$ cat config.mk
export PLATFORM = sky130hd
export DESIGN_NAME = raw_comb_serializer
export DESIGN_NICKNAME = d
export VERILOG_FILES = /design/src/rtl/xike_pkg.sv /design/src/rtl/raw_ch_checker.sv /design/src/rtl/raw_comb_serializer.sv
export SDC_FILE = /design/constraint.sdc
export NUM_CORES = 1
export LEC_CHECK = 0
export BUFFER_PORTS_ARGS = -buffer_cell sky130_fd_sc_hd__buf_2
export CORE_ASPECT_RATIO = 1.5
export CORE_MARGIN = 1
export CORE_UTILIZATION = 41
export CTS_BUF_LIST = sky130_fd_sc_hd__clkbuf_8
export DETAILED_ROUTE_END_ITERATION = 10
export GPL_TIMING_DRIVEN = 0
export PLACE_DENSITY = 0.7
export REMOVE_ABC_BUFFERS = 1
export SETUP_SLACK_MARGIN = 0.05
export SYNTH_ARGS = -nofsm -noshare
export SYNTH_HDL_FRONTEND = slang
export SYNTH_HIERARCHICAL = 1
export SYNTH_SLANG_ARGS = --single-unit
$ cat constraint.sdc
create_clock -name bus_clk -period 9.31 [get_ports bus_clk]
set_input_delay 1.862 -clock bus_clk [delete_from_list [all_inputs] [get_ports bus_clk]]
set_output_delay 1.862 -clock bus_clk [all_outputs]
set_load 0.02 [all_outputs]
$ cat src/rtl/xike_pkg.sv
// Shared constants, types and bundle packing for the raw combiner / serializer path.
package xike_pkg;

  localparam int unsigned XIKE_N_LANES     = 5;
  localparam int unsigned XIKE_DW          = 16;
  localparam int unsigned XIKE_CW          = 12;
  localparam int unsigned XIKE_CH_PER_LANE = 32;
  localparam int unsigned XIKE_CH_LSB      = 17;
  localparam int unsigned XIKE_CH_MSB      = 28;
  localparam int unsigned XIKE_WORD_W      = 32;
  localparam int unsigned XIKE_IDX_W       = 3;

  typedef logic [XIKE_CW-1:0] ch_t;
  typedef logic [XIKE_DW-1:0] smp_t;

  localparam ch_t XIKE_LAST_CH = ch_t'(XIKE_N_LANES * XIKE_CH_PER_LANE - 1);

  // SPI bundle word: ch tag in [28:17], sample in [15:0]
  typedef struct packed {
    logic [2:0] rsvd;
    ch_t        ch;
    logic       gap;
    smp_t       sample;
  } bundle_t;

  typedef enum logic [0:0] {
    SER_IDLE = 1'b0,
    SER_EMIT = 1'b1
  } ser_state_t;

  function automatic logic [XIKE_WORD_W-1:0] pack_bundle(input ch_t ch, input smp_t sample);
    bundle_t b;
    b.rsvd   = 3'b000;
    b.ch     = ch;
    b.gap    = 1'b0;
    b.sample = sample;
    return b;
  endfunction

endpackage

$ cat src/rtl/raw_ch_checker.sv
// Channel-tag alignment and continuity checker for accepted combined beats.
module raw_ch_checker
  import xike_pkg::*;
(
  input  logic                          bus_clk,
  input  logic                          reset,
  input  logic                          accept,
  input  logic [XIKE_N_LANES*XIKE_CW-1:0] ch,
  output logic                          ch_err,
  output logic                          ch_err_flag
);

  ch_t  exp_ch;
  logic exp_vld;
  logic align_bad;
  logic cont_bad;

  // Full 12-bit comparisons; lane k must carry ch_0 + 32*k
  always_comb begin
    align_bad = 1'b0;
    for (int unsigned k = 1; k < XIKE_N_LANES; k++) begin
      if (ch[k*XIKE_CW +: XIKE_CW] != ch_t'(ch[XIKE_CW-1:0] + ch_t'(k * XIKE_CH_PER_LANE)))
        align_bad = 1'b1;
    end
    cont_bad = exp_vld && (ch[XIKE_CW-1:0] != exp_ch);
  end

  always_ff @(posedge bus_clk or posedge reset) begin
    if (reset) begin
      exp_ch      <= '0;
      exp_vld     <= 1'b0;
      ch_err      <= 1'b0;
      ch_err_flag <= 1'b0;
    end else begin
      ch_err <= accept && (align_bad || cont_bad);
      if (accept && (align_bad || cont_bad))
        ch_err_flag <= 1'b1;
      // Resync to whatever arrived so one glitch reports once
      if (accept) begin
        exp_ch  <= ch_t'(ch[XIKE_CW-1:0] + ch_t'(1)) & ch_t'(XIKE_CH_PER_LANE - 1);
        exp_vld <= 1'b1;
      end
    end
  end

endmodule

$ cat src/rtl/raw_comb_serializer.sv
// Serializes 5-lane combined beats into 32-bit SPI bundle words with frame marking and tag checks.
module raw_comb_serializer
  import xike_pkg::*;
(
  input  logic                            bus_clk,
  input  logic                            reset,
  input  logic                            s_valid,
  output logic                            s_ready,
  input  logic [XIKE_N_LANES*XIKE_DW-1:0] s_data,
  input  logic [XIKE_N_LANES*XIKE_CW-1:0] s_ch,
  output logic                            m_valid,
  input  logic                            m_ready,
  output logic [XIKE_WORD_W-1:0]          m_data,
  output logic                            m_last,
  output logic [31:0]                     frame_cnt,
  output logic                            ch_err,
  output logic                            ch_err_flag
);

  ser_state_t                      state;
  ser_state_t                      state_nxt;
  logic [XIKE_IDX_W-1:0]           idx;
  logic [XIKE_IDX_W-1:0]           nidx;
  logic [XIKE_N_LANES*XIKE_DW-1:0] hold_data;
  logic [XIKE_N_LANES*XIKE_CW-1:0] hold_ch;
  logic                            accept;
  logic                            out_hs;
  logic                            lane_last;
  ch_t                             nxt_ch;
  smp_t                            nxt_smp;

  always_ff @(posedge bus_clk or posedge reset) begin
    if (reset) state <= SER_IDLE;
    else       state <= state_nxt;
  end

  always_comb begin
    state_nxt = state;
    case (state)
      SER_IDLE: if (s_valid) state_nxt = SER_EMIT;
      SER_EMIT: if (m_ready && lane_last && !s_valid) state_nxt = SER_IDLE;
      default:  state_nxt = SER_IDLE;
    endcase
  end

  // New beat may load in the cycle the last lane leaves
  always_comb begin
    m_valid   = 1'b0;
    s_ready   = 1'b0;
    m_valid   = (state == SER_EMIT);
    lane_last = (idx == XIKE_IDX_W'(XIKE_N_LANES - 1));
    out_hs    = m_valid && m_ready;
    s_ready   = !reset && (!m_valid || (lane_last && m_ready));
    accept    = s_valid && s_ready;
  end

  always_comb begin
    nidx    = idx + XIKE_IDX_W'(1);
    nxt_ch  = '0;
    nxt_smp = '0;
    for (int unsigned k = 0; k < XIKE_N_LANES; k++) begin
      if (nidx == XIKE_IDX_W'(k)) begin
        nxt_ch  = hold_ch[k*XIKE_CW +: XIKE_CW];
        nxt_smp = hold_data[k*XIKE_DW +: XIKE_DW];
      end
    end
  end

  always_ff @(posedge bus_clk or posedge reset) begin
    if (reset) begin
      hold_data <= '0;
      hold_ch   <= '0;
      idx       <= '0;
      m_data    <= '0;
      m_last    <= 1'b0;
    end else if (accept) begin
      hold_data <= s_data;
      hold_ch   <= s_ch;
      idx       <= '0;
      m_data    <= pack_bundle(s_ch[XIKE_CW-1:0], s_data[XIKE_DW-1:0]);
      m_last    <= (s_ch[XIKE_CW-1:0] == XIKE_LAST_CH);
    end else if (out_hs) begin
      if (lane_last) begin
        idx    <= '0;
        m_last <= 1'b0;
      end else begin
        idx    <= nidx;
        m_data <= pack_bundle(nxt_ch, nxt_smp);
        m_last <= (nxt_ch == XIKE_LAST_CH);
      end
    end
  end

  always_ff @(posedge bus_clk or posedge reset) begin
    if (reset)                frame_cnt <= '0;
    else if (out_hs && m_last) frame_cnt <= frame_cnt + 32'd1;
  end

  raw_ch_checker u_checker (
    .bus_clk     (bus_clk),
    .reset       (reset),
    .accept      (accept),
    .ch          (s_ch),
    .ch_err      (ch_err),
    .ch_err_flag (ch_err_flag)
  );

endmodule
After elaboration in Yosys (flattened, before gate mapping):

Index checks and enable logic that the tools add are counted.

* $add $sub $neg: 7
* eq/ne operators: 13
* multiplexer cells: 26
* bitwise logic cells: 1
* reductions and logical operators: 16

Operators by type and width (number)
* 2-to-1 mux 32 bit: 3
* 2-to-1 mux 16 bit: 5
* 2-to-1 mux 12 bit: 5
* != test 12 bit: 4
* adder 32 x 1 -> 32 bit (second input constant): 1
* adder 12 x 7 -> 12 bit (second input constant): 2
* equality test 12 x 8 -> 1 bit (second input constant): 2
* adder 12 x 6 -> 12 bit (second input constant): 1
* adder 12 x 8 -> 12 bit (second input constant): 1
* != test 12 x 5 -> 1 bit: 1
* 2-to-1 mux 1 bit: 9
* 2-to-1 mux 3 bit: 3
* logical AND 1 bit: 8
* equality test 3 x 2 -> 1 bit (second input constant): 2
* equality test 3 bit (second input constant): 2
* adder 5 x 1 -> 5 bit (second input constant): 1
* adder 3 x 1 -> 3 bit (second input constant): 1
* equality test 3 x 1 -> 1 bit (second input constant): 1
* logical NOT 1 bit: 3
* logical NOT 3 bit: 1
* logical OR 1 bit: 2
* != test 2 x 1 -> 1 bit (second input constant): 1
* one-hot mux 1 bit (2 select lines): 1
* AND reduction 2 bit: 1
* other kinds (2): 2

* bits in registers: 217
* input port bits: 144
* output and inout bits: 69
* logic and storage cells: 74

Longest topological paths before layout:

Gate-level depths: netlist of run 1.

* depth in word-level cells: 11
* mapped depth: 11
* mapped depth without buffers: 9

Cells and area by module:

The synthesis of run 1 kept the hierarchy.

By module, submodules not included
* raw_comb_serializer: times used 1, cells each 1057, area each 9265.1 um2, seq. area each 5129.9 um2
* raw_ch_checker: times used 1, cells each 180, area each 1417.6 um2, seq. area each 200.2 um2

Least setup slack after synthesis of run 1:

OpenSTA, ideal clock, no wires.

* kind: input to output
* start: input port m_ready
* end: output port s_ready
* data arrival time: 2.350 ns
* required time: 7.448 ns
* slack: 5.098 ns
* stages on the path: 2
* buffers on the path: 0
* cell sequence: nand3_1 > a21oi_1

* word-level cells in the longest chain between the ends: 3

RTL lines
* start, declared: line raw_comb_serializer.sv:12 `input logic m_ready,`
* logical AND 1 bit: line raw_comb_serializer.sv:53 `s_ready = !reset && (!m_valid || (lane_last && m_ready));`
* logical OR 1 bit: line raw_comb_serializer.sv:53
* logical AND 1 bit: line raw_comb_serializer.sv:53
* end, declared: line raw_comb_serializer.sv:8 `output logic s_ready,`

No other way between the ends.

Worst setup path after layout of run 1:

Ends and elaborated chain as after synthesis.

==> results of run 1 <==
[kinds of logic after synthesis]
| group | count (synthesis) | share of synthesized area [%] |
|---|---|---|
| AOI/OAI and AO/OA | 175 | 10.9 |
| adders and majority gates | 14 | 1.64 |
| buffers and inverters | 93 | 3.84 |
| xor gates and xnor gates | 68 | 5.75 |
| other | 1 | 0.0351 |
| and+or+nand+nor | 668 | 27.4 |
| DFF | 213 | 49.9 |
| muxes | 5 | 0.504 |
[cell type report]
| cell class | instances | area, um^2 | share of cell area (%) |
|---|---|---|---|
| clock buffers | 45 | 619 | 4.84 |
| repair buffers | 217 | 1260 | 9.88 |
| flip-flops and latches | 213 | 5330 | 41.7 |
| well taps | 333 | 417 | 3.26 |
| multi-input cells | 934 | 4980 | 39.0 |
| inverters | 17 | 76.3 | 0.597 |
| diodes | 2 | 5.00 | 0.0391 |
| clock inverters | 15 | 96.3 | 0.753 |
[metrics by stage]
| stage | util [%] | instance area, um^2 | std cells |
|---|---|---|---|
| after floorplan | - | 10300 | 1164 |
| after global placement | 46.0 | 11800 | 1705 |
| after detailed placement | 47.0 | 12100 | 1714 |
| after CTS | 49.8 | 12800 | 1774 |
| after global routing | 49.8 | 12800 | 1775 |
| final | 49.8 | 12800 | 1776 |
[synthesized netlist by cell type, types with 3 or more instances]
| cell | instances |
|---|---|
| sky130_fd_sc_hd__nor3b_1 | 5 |
| sky130_fd_sc_hd__nor3_1 | 9 |
| sky130_fd_sc_hd__buf_2 | 19 |
| sky130_fd_sc_hd__ha_1 | 14 |
| sky130_fd_sc_hd__nand4b_1 | 5 |
| sky130_fd_sc_hd__nand2_1 | 482 |
| sky130_fd_sc_hd__o211ai_1 | 11 |
| sky130_fd_sc_hd__dfrtp_1 | 213 |
| sky130_fd_sc_hd__o21ai_0 | 39 |
| sky130_fd_sc_hd__a21oi_1 | 49 |
| sky130_fd_sc_hd__and3_1 | 8 |
| sky130_fd_sc_hd__nand4_1 | 21 |
| sky130_fd_sc_hd__nor2_1 | 24 |
| sky130_fd_sc_hd__or2_2 | 3 |
| sky130_fd_sc_hd__or3_1 | 10 |
| sky130_fd_sc_hd__o311a_1 | 9 |
| sky130_fd_sc_hd__a221oi_1 | 14 |
| sky130_fd_sc_hd__xor2_1 | 20 |
| sky130_fd_sc_hd__and4_1 | 5 |
| sky130_fd_sc_hd__nor4_1 | 5 |
| sky130_fd_sc_hd__a22oi_1 | 30 |
| sky130_fd_sc_hd__or4_1 | 3 |
| sky130_fd_sc_hd__xnor2_1 | 47 |
| sky130_fd_sc_hd__inv_1 | 16 |
| sky130_fd_sc_hd__nor2b_1 | 12 |
| sky130_fd_sc_hd__clkbuf_1 | 43 |
| sky130_fd_sc_hd__nand3_1 | 44 |
| sky130_fd_sc_hd__a222oi_1 | 4 |
| sky130_fd_sc_hd__buf_4 | 6 |
| sky130_fd_sc_hd__a2111oi_0 | 3 |
| sky130_fd_sc_hd__buf_1 | 6 |
| sky130_fd_sc_hd__nand3b_1 | 21 |
| sky130_fd_sc_hd__mux2_2 | 3 |
[layer usage]
layer	up-vias	routed length [um]
met5	-	13
met4	2	1230
met3	74	1970
met2	342	15300
met1	4605	12000
li1	4528	-
[state kept, by name (all words and copies together) (netlist names)]
| register | cells |
|---|---|
| u_checker/exp_ch | 5 |
| u_checker/ch_err_flag | 1 |
| m_last | 1 |
| idx | 3 |
| u_checker/ch_err | 1 |
| hold_data | 80 |
| frame_cnt | 32 |
| m_valid | 1 |
| hold_ch | 60 |
| u_checker/exp_vld | 1 |
| m_data | 28 |
[worst register-to-register path, cell delays in order (launching register included)]
cell and delay, ns:
sky130_fd_sc_hd__dfrtp_1 0.46, sky130_fd_sc_hd__ha_2 0.81, sky130_fd_sc_hd__nor2b_1 1.12, sky130_fd_sc_hd__a221oi_1 0.24
sky130_fd_sc_hd__o311a_1 0.44, sky130_fd_sc_hd__nor4b_2 0.44, sky130_fd_sc_hd__nand4_1 0.16, sky130_fd_sc_hd__o31ai_1 0.24
[where the power goes]
part           total [W]  switching, W  internal [W]
Combinational    0.00127      0.000792      0.000483
Sequential       0.00147      0.000194       0.00128
Clock           0.000855      0.000392      0.000463
[worst min path at each step]
| stage | start | end | slack (ns) | cells after the start |
|---|---|---|---|---|
| floorplan | u_checker/exp_vld | u_checker/exp_vld | 0.44 | 1 |
| global placement | frame_cnt[31] | frame_cnt[31] | 0.45 | 1 |
| detailed placement | frame_cnt[31] | frame_cnt[31] | 0.46 | 1 |
| CTS | frame_cnt[31] | frame_cnt[31] | 0.47 | 1 |
| global route | frame_cnt[31] | frame_cnt[31] | 0.49 | 1 |
| finish | frame_cnt[31] | frame_cnt[31] | 0.47 | 1 |
[placed cells by master (no fill, tap or decap), drive strengths merged, types with 5 or more instances in the layout]
cell type / instances
nand2: 482
nand3: 44
xnor2: 48
nor2b: 12
and4: 5
a22oi: 30
nand4: 21
nor3b: 5
a221oi: 14
dfrtp: 213
inv: 26
and3: 8
o21ai: 39
nor2: 24
a21oi: 49
o311a: 9
nor4: 5
nand4b: 5
clkbuf: 45
or3: 10
nor3: 9
o211ai: 11
nand3b: 21
xor2: 20
buf: 217
ha: 14
==> impl_metrics.sql, run 1 <==
INSERT INTO impl_metrics (metric_group, metric, value, unit) VALUES
('clocking', 'insertion_delay', '0.55', 'ns'),
('setup_path', 'required', '7.45', 'ns'),
('clocking', 'cts-root-buf', 'sky130_fd_sc_hd__clkbuf_8', ''),
('grt', 'grt_pass1_vias', '9462', ''),
('placed_design', 'dpl.hpwl', '20900', 'um'),
('timing', 'worstMarginPinSlew', '1.33', 'ns'),
('setup_path', 'crit_chain', 'buf_2 -> nand3_1 -> a21oi_1 -> buf_2', ''),
('clocking', 'h-tree-depth', '2', ''),
('timing', 'finalHoldViolations', '0', ''),
('clocking', 'clock_tree_from_tritoncts', 'built', ''),
('setup_path', 'worstPathBufferInverterCount', '2', ''),
('logic_synthesis', 'synthesis.yosys.warnings', '6', ''),
('setup_path', 'crit_type', 'in -> out', ''),
('timing', 'unrepaired_setup_endpoints_after_global_routing', 'false', ''),
('clocking', 'clock_tree_buffer_depth', '3', ''),
('timing', 'relSlewSlack', '11.1', '%'),
('logic_synthesis', 'syn_avg_cell_area', '8.64', 'um^2'),
('routing', 'drtIter0Drc', '681', ''),
('pwr', 'powerDensity', '282', 'nW/um^2'),
('setup_path', 'critical_path.slowest_cell', 'sky130_fd_sc_hd__a21oi_1', ''),
('routing', 'drcViolationCount', '0', ''),
('setup_path', 'reg2reg_depth', '7', ''),
('setup_path', 'critPathLaunchType', 'input pin', ''),
('outcome', 'status', 'completed', ''),
('layout', 'layout-area-overhead-vs-synth', '19.7', '%'),
('logic_synthesis', 'number_of_flops_mapped_to_enable_cells_by_yosys', '0', ''),
('logic_synthesis', 'ys_async_sr_fraction', '100', '%'),
('setup_path', 'rr_startpoint', 'idx[0]', ''),
('grt', 'grt_util_all_layers', '23.5', '%'),
('clocking', 'numClockSinks', '213', ''),
('pwr', 'leakagePower', '6.40', 'nW'),
('grt', 'use_met1', '28.3', '%'),
('logic_synthesis', 'yosysUniqueCellTypes', '60', ''),
('layout', 'share_of_post_route_cells_with_drive_strength_above_1', '20.3', '%'),
('grt', 'grt_util_met3', '4.16', '%'),
('floorplanning', 'die_w', '134', 'um'),
('floorplanning', 'area_of_the_placeable_core', '25700', 'um^2'),
('clocking', 'cts_inserted_buffers', '37', ''),
('routing', 'number_of_vias_in_the_routed_layout', '9551', ''),
('floorplanning', 'start_util', '41.6', '%'),
('setup_path', 'cp_num_cells', '4', ''),
('clocking', 'cts_repair_resize_count', '0', ''),
('timing', 'setup_tns', '0', 'ns'),
('setup_path', 'cpLargestDelayFamily', 'buffers and inverters', ''),
('setup_path', 'crit_path_end_kind', 'output port', ''),
('timing', 'setup_violations', '0', ''),
('timing', 'maxSlewViolCount', '0', ''),
('pwr', 'vdd_drop_max', '0.140', 'mV'),
('clocking', 'cts_post_setup_buffers_inserted', '0', ''),
('logic_synthesis', 'syn-instance-count', '1237', ''),
('timing', 'clock_skew', '0.0181', 'ns'),
('placed_design', 'post-place-ws', '4.62', 'ns'),
('timing', 'holdWs', '0.467', 'ns'),
('floorplanning', 'chipHeight', '200', 'um'),
('setup_path', 'critical_path_source', 'm_ready', ''),
('logic_synthesis', 'prevailing_post_synth_register_cell', 'sky130_fd_sc_hd__dfrtp_1', ''),
('logic_synthesis', 'yosysSeqAreaShare', '49.9', '%'),
('placed_design', 'gp_routability_congestion', '0.917', ''),
('layout', 'total_number_of_nets_in_the_final_design', '1578', ''),
('routing', 'route.detailed.vias_per_inst', '5.38', ''),
('setup_path', 'cpPeakStageDelay', '0.35', 'ns'),
('routing', 'drt_wl_total', '30600', 'um'),
('grt', 'use_met2', '40.4', '%'),
('setup_path', 'critical_path_peak_fanout', '5', ''),
('setup_path', 'crit-reg2reg-capture', 'm_last', ''),
('timing', 'timing.final.ws_setup', '4.75', 'ns'),
('grt', 'grt_overflow_total', '0', ''),
('clocking', 'cts.hold.buffers_added', '0', ''),
('grt', 'grt_first_pass_wirelength', '49000', 'um'),
('grt', 'grt_busiest_layer', 'met2', ''),
('layout', 'nFillCells', '2510', '');
Power figures use the tool's default switching activity.
==> inputs of run 2 (changes only) <==
--- a/config.mk
+++ b/config.mk
@@ -5,6 +5,7 @@
 export SDC_FILE = /design/constraint.sdc
 export NUM_CORES = 1
 export LEC_CHECK = 0
+export ABC_AREA = 1
 export BUFFER_PORTS_ARGS = -buffer_cell sky130_fd_sc_hd__buf_2
 export CORE_ASPECT_RATIO = 1.5
 export CORE_MARGIN = 1
==> constraint.sdc (replaced) <==
create_clock -name bus_clk -period 4.6 [get_ports bus_clk]
set_input_delay 0.92 -clock bus_clk [delete_from_list [all_inputs] [get_ports bus_clk]]
set_output_delay 0.92 -clock bus_clk [all_outputs]
set_load 0.02 [all_outputs]
==> run 2 against run 1 <==
Effect of this change: the flow now finishes with violations (design-rule violations); first-iteration DRC count decreased by 0.15%; final cell count increased by 17%; global-route usage up 0.090 points; count of clock-buffer cells in the layout up 1; clock skew down 0.0019 ns; largest power group unchanged; via count grew 9.9%; sequential power grew 100%.
==> impl_metrics.sql, run 2 <==
INSERT INTO impl_metrics (metric_group, metric, value, unit) VALUES
('outcome', 'status', 'complete, but fails checks', ''),
('outcome', 'violations', 'design-rule violations', ''),
('layout', 'most_common_cell_after_layout_fill_and_taps_aside', 'sky130_fd_sc_hd__nand2_1', ''),
('floorplanning', 'die_w', '138', 'um'),
('pwr', 'clock_power_share', '22.4', '%'),
('routing', 'route.detailed.vias_per_inst', '5.06', ''),
('routing', 'drt_wl_total', '33100', 'um'),
('pwr', 'powerDensity', '565', 'nW/um^2'),
('clocking', 'clk_pin_slew', '0.06', 'ns'),
('placed_design', 'dpl.hpwl', '22400', 'um'),
('logic_synthesis', 'yosys-top-cells-count', '609 x sky130_fd_sc_hd__nand2_1, 213 x sky130_fd_sc_hd__dfrtp_1, 149 x sky130_fd_sc_hd__inv_1, 103 x sky130_fd_sc_hd__o21ai_0, 88 x sky130_fd_sc_hd__nor2_1', ''),
('logic_synthesis', 'syn-instance-count', '1521', ''),
('pwr', 'pwr-share-comb', '38.1', '%'),
('layout', 'multi_input_comb_area', '5110', 'um^2'),
('layout', 'largest_registers', 'hold_data: 80 flops, hold_ch: 60 flops, frame_cnt: 32 flops', ''),
('grt', 'grt_first_pass_wirelength', '52700', 'um'),
('layout', 'top_register', 'hold_data', ''),
('setup_path', 'critPathLaunchType', 'register', ''),
('logic_synthesis', 'synthesis.yosys.warnings', '6', ''),
('grt', 'grt_overflow_total', '0', ''),
('routing', 'antenna_violating_nets_post_route', '0', ''),
('layout', 'layout-area-overhead-vs-synth', '17.4', '%'),
('grt', 'grt_pass1_vias', '10300', ''),
('setup_path', 'crit_path_end_kind', 'register', ''),
('timing', 'finalHoldViolations', '0', ''),
('timing', 'worstMarginPinSlew', '1.10', 'ns'),
('logic_synthesis', 'synthTopCellsByArea', 'sky130_fd_sc_hd__dfrtp_1 47%, sky130_fd_sc_hd__nand2_1 20%, sky130_fd_sc_hd__inv_1 4.9%', ''),
('clocking', 'clock_tree_buffer_depth', '3', ''),
('clocking', 'cts_post_setup_buffers_inserted', '0', ''),
('logic_synthesis', 'syn_avg_cell_area', '7.49', 'um^2'),
('setup_path', 'crit_type', 'reg -> reg', ''),
('floorplanning', 'chipHeight', '206', 'um'),
('clocking', 'cts-root-buf', 'sky130_fd_sc_hd__clkbuf_8', ''),
('routing', 'wirelength_per_cell', '15.9', 'um'),
('timing', 'unrepaired_setup_endpoints_after_global_routing', 'false', ''),
('clocking', 'numClockSinks', '213', ''),
('floorplanning', 'area_of_the_placeable_core', '27300', 'um^2'),
('min_path', 'holdCritPathClass', 'in -> async', ''),
('logic_synthesis', 'yosys_register_bits', '213', ''),
('setup_path', 'r2r_setup_slack', '0.75', 'ns'),
('placed_design', 'gp_routability_congestion', '0.891', ''),
('pwr', 'power.switching_fraction', '40.7', '%'),
('placed_design', 'placed_cell_area', '12700', 'um^2'),
('pwr', 'leakagePower', '7.31', 'nW'),
('logic_synthesis', 'synthMostInstantiatedCell', 'sky130_fd_sc_hd__nand2_1', ''),
('layout', 'most-common-layout-cells', '606 x sky130_fd_sc_hd__nand2_1, 213 x sky130_fd_sc_hd__dfrtp_1, 208 x sky130_fd_sc_hd__buf_2', ''),
('setup_path', 'critical_path_peak_fanout', '36', ''),
('clocking', 'cts_inserted_buffers', '37', ''),
('timing', 'final_min_period_over_clock_period', '83.8', '%'),
('logic_synthesis', 'ys_async_sr_fraction', '100', '%'),
('routing', 'number_of_vias_in_the_routed_layout', '10500', ''),
('pwr', 'power.switching', '0.00307', 'W'),
('placed_design', 'placed_cells', '2011', ''),
('floorplanning', 'floorplan.io_pins', '213', ''),
('floorplanning', 'start_util', '41.7', '%'),
('timing', 'clock_skew', '0.0162', 'ns'),
('pwr', 'vdd_drop_max', '0.227', 'mV'),
('pwr', 'seq_power_share', '39.6', '%'),
('setup_path', 'required', '5.05', 'ns'),
('logic_synthesis', 'prevailing_post_synth_register_cell', 'sky130_fd_sc_hd__dfrtp_1', ''),
('grt', 'initial_antenna_violation_count', '2', ''),
('clocking', 'insertion_delay', '0.54', 'ns'),
('timing', 'maxSlewViolCount', '0', ''),
('timing', 'fmaxAchievable', '260', 'MHz'),
('timing', 'final_period_minus_worst_setup_slack', '3.85', 'ns'),
('routing', 'firstDrtPassIters', '8', ''),
('logic_synthesis', 'yosysSeqAreaShare', '46.8', '%'),
('floorplanning', 'die_area', '28500', 'um^2'),
('routing', 'drtIter0Drc', '680', ''),
('logic_synthesis', 'post-synth-top-area-cell', 'sky130_fd_sc_hd__dfrtp_1', ''),
('layout', 'stdcell_area', '13400', 'um^2'),
('grt', 'maximum_number_of_pins_on_one_net_before_global_route_repair', '124', ''),
('routing', 'drcViolationCount', '31', ''),
('layout', 'regArea', '5330', 'um^2'),
('pwr', 'p_int', '0.00447', 'W'),
('logic_synthesis', 'synthesis.area', '11400', 'um^2'),
('clocking', 'clock_tree_from_tritoncts', 'built', ''),
('timing', 'setup_tns', '0', 'ns'),
('layout', 'share_of_post_route_cells_with_drive_strength_above_1', '18.1', '%'),
('timing', 'relSlewSlack', '26.8', '%'),
('timing', 'setup_violations', '0', ''),
('logic_synthesis', 'synthDominantCellAreaShare', '46.8', '%'),
('layout', 'post_layout_cell_count', '2076', ''),
('floorplanning', 'row_count', '74', ''),
('layout', 'nFillCells', '2729', ''),
('flow_run', 'drv_cap', '0', ''),
('grt', 'grt_util_all_layers', '23.6', '%'),
('clocking', 'cts.hold.buffers_added', '0', ''),
('logic_synthesis', 'number_of_flops_mapped_to_enable_cells_by_yosys', '0', ''),
('logic_synthesis', 'yosysUniqueCellTypes', '45', ''),
('layout', 'total_number_of_nets_in_the_final_design', '1866', ''),
('clocking', 'h-tree-depth', '2', ''),
('layout', 'largest_register_ffs', '80', ''),
('placed_design', 'placement.io_buffers', '208', ''),
('setup_path', 'worstPathArrival', '4.30', 'ns');
## run 2: changes by cell type after synthesis, sizes merged, moves of 20 or more
cell,previous run,this run
inv,17,160
nand2,482,618
o21ai,39,117
nor2,24,97
nand3,44,89
a21oi,49,14
a22oi,30,0
xnor2,48,24
clkbuf,43,23
## run 2: power by group through the flow
stage	Combinational [W]	Clock [W]	Sequential [W]
finish	0.00287	0.00169	0.00299
global route	0.00329	0.00181	0.00307
CTS	0.00291	0.00173	0.00298
detailed placement	0.00289	0	0.00301
global placement	0.00284	0	0.00299
floorplan	0.00182	0	0.00310
## run 2: path summary, 6_finish.rpt
path                              startpoint                  end  cells past startpoint
setup / recovery                      idx[0]               m_last                     12
hold / removal                         reset  u_checker/exp_ch[2]                      2
setup reg to reg                      idx[0]               m_last                     12
hold reg to reg            u_checker/exp_vld    u_checker/exp_vld                      2
max in group asynchronous              reset           m_data[23]                      3
min in group bus_clk       u_checker/exp_vld    u_checker/exp_vld                      2
## run 2: critical path: stages, from the launching register on
cell and delay [ns]:
sky130_fd_sc_hd__dfrtp_1 0.42, sky130_fd_sc_hd__ha_1 0.23, sky130_fd_sc_hd__inv_1 0.07, sky130_fd_sc_hd__nand2_2 0.07
sky130_fd_sc_hd__nand2_4 0.33, sky130_fd_sc_hd__nand2_2 0.64, sky130_fd_sc_hd__inv_1 1.06, sky130_fd_sc_hd__nand2_1 0.11
sky130_fd_sc_hd__a21oi_1 0.37, sky130_fd_sc_hd__nand3_1 0.12, sky130_fd_sc_hd__nor2_1 0.13, sky130_fd_sc_hd__nand2_1 0.06
sky130_fd_sc_hd__a21oi_1 0.11
## run 2: kinds of logic (layout without fill, tap and decap cells)
group,count (synthesis),count (layout),share of synthesized area (%)
compound gates,164,164,8.13
xor+xnor,52,52,4.00
flops,213,213,46.8
other cells,1,6,0.0329
simple gates,842,842,30.8
buf+inv,234,442,8.57
fa+ha+maj,14,14,1.54
mux,1,1,0.0989
## run 2: cell type report
class | instances | area share (%)
inverters | 167 | 4.79
flip-flops and latches | 213 | 39.9
diodes | 2 | 0.0374
multi-input cells | 1077 | 38.2
repair buffers | 212 | 8.61
clock inverters | 17 | 0.534
clock buffers | 46 | 4.74
well taps | 342 | 3.20
## run 2: timing repair
item,in CTS,in global routing
gates resized for setup,2,1
pin swaps,0,0
endpoints found under the setup margin,19,16
## run 2: layer usage
layer | part of all wire [%] | GRT usage, % | vias to the layer above
li1 | - | - | 5120
met1 | 40 | 27.6 | 4940
met2 | 50 | 42.4 | 337
met3 | 4.6 | 2.97 | 99
met4 | 4.9 | 12.6 | 0
met5 | 0 | 0 | -
## run 2: stage by stage
stage	hold slack, ns	util, %	power (W)	worst slack [ns]
5_1_grt	0.458	48.9	0.00817	0.414
3_3_place_gp	0.436	45.8	0.00583	-6.61
6_report	0.443	48.9	0.00755	0.747
2_1_floorplan	0.423	-	0.00492	-2.55
4_1_cts	0.430	48.9	0.00763	0.301
3_5_place_dp	0.446	46.3	0.00590	-0.467
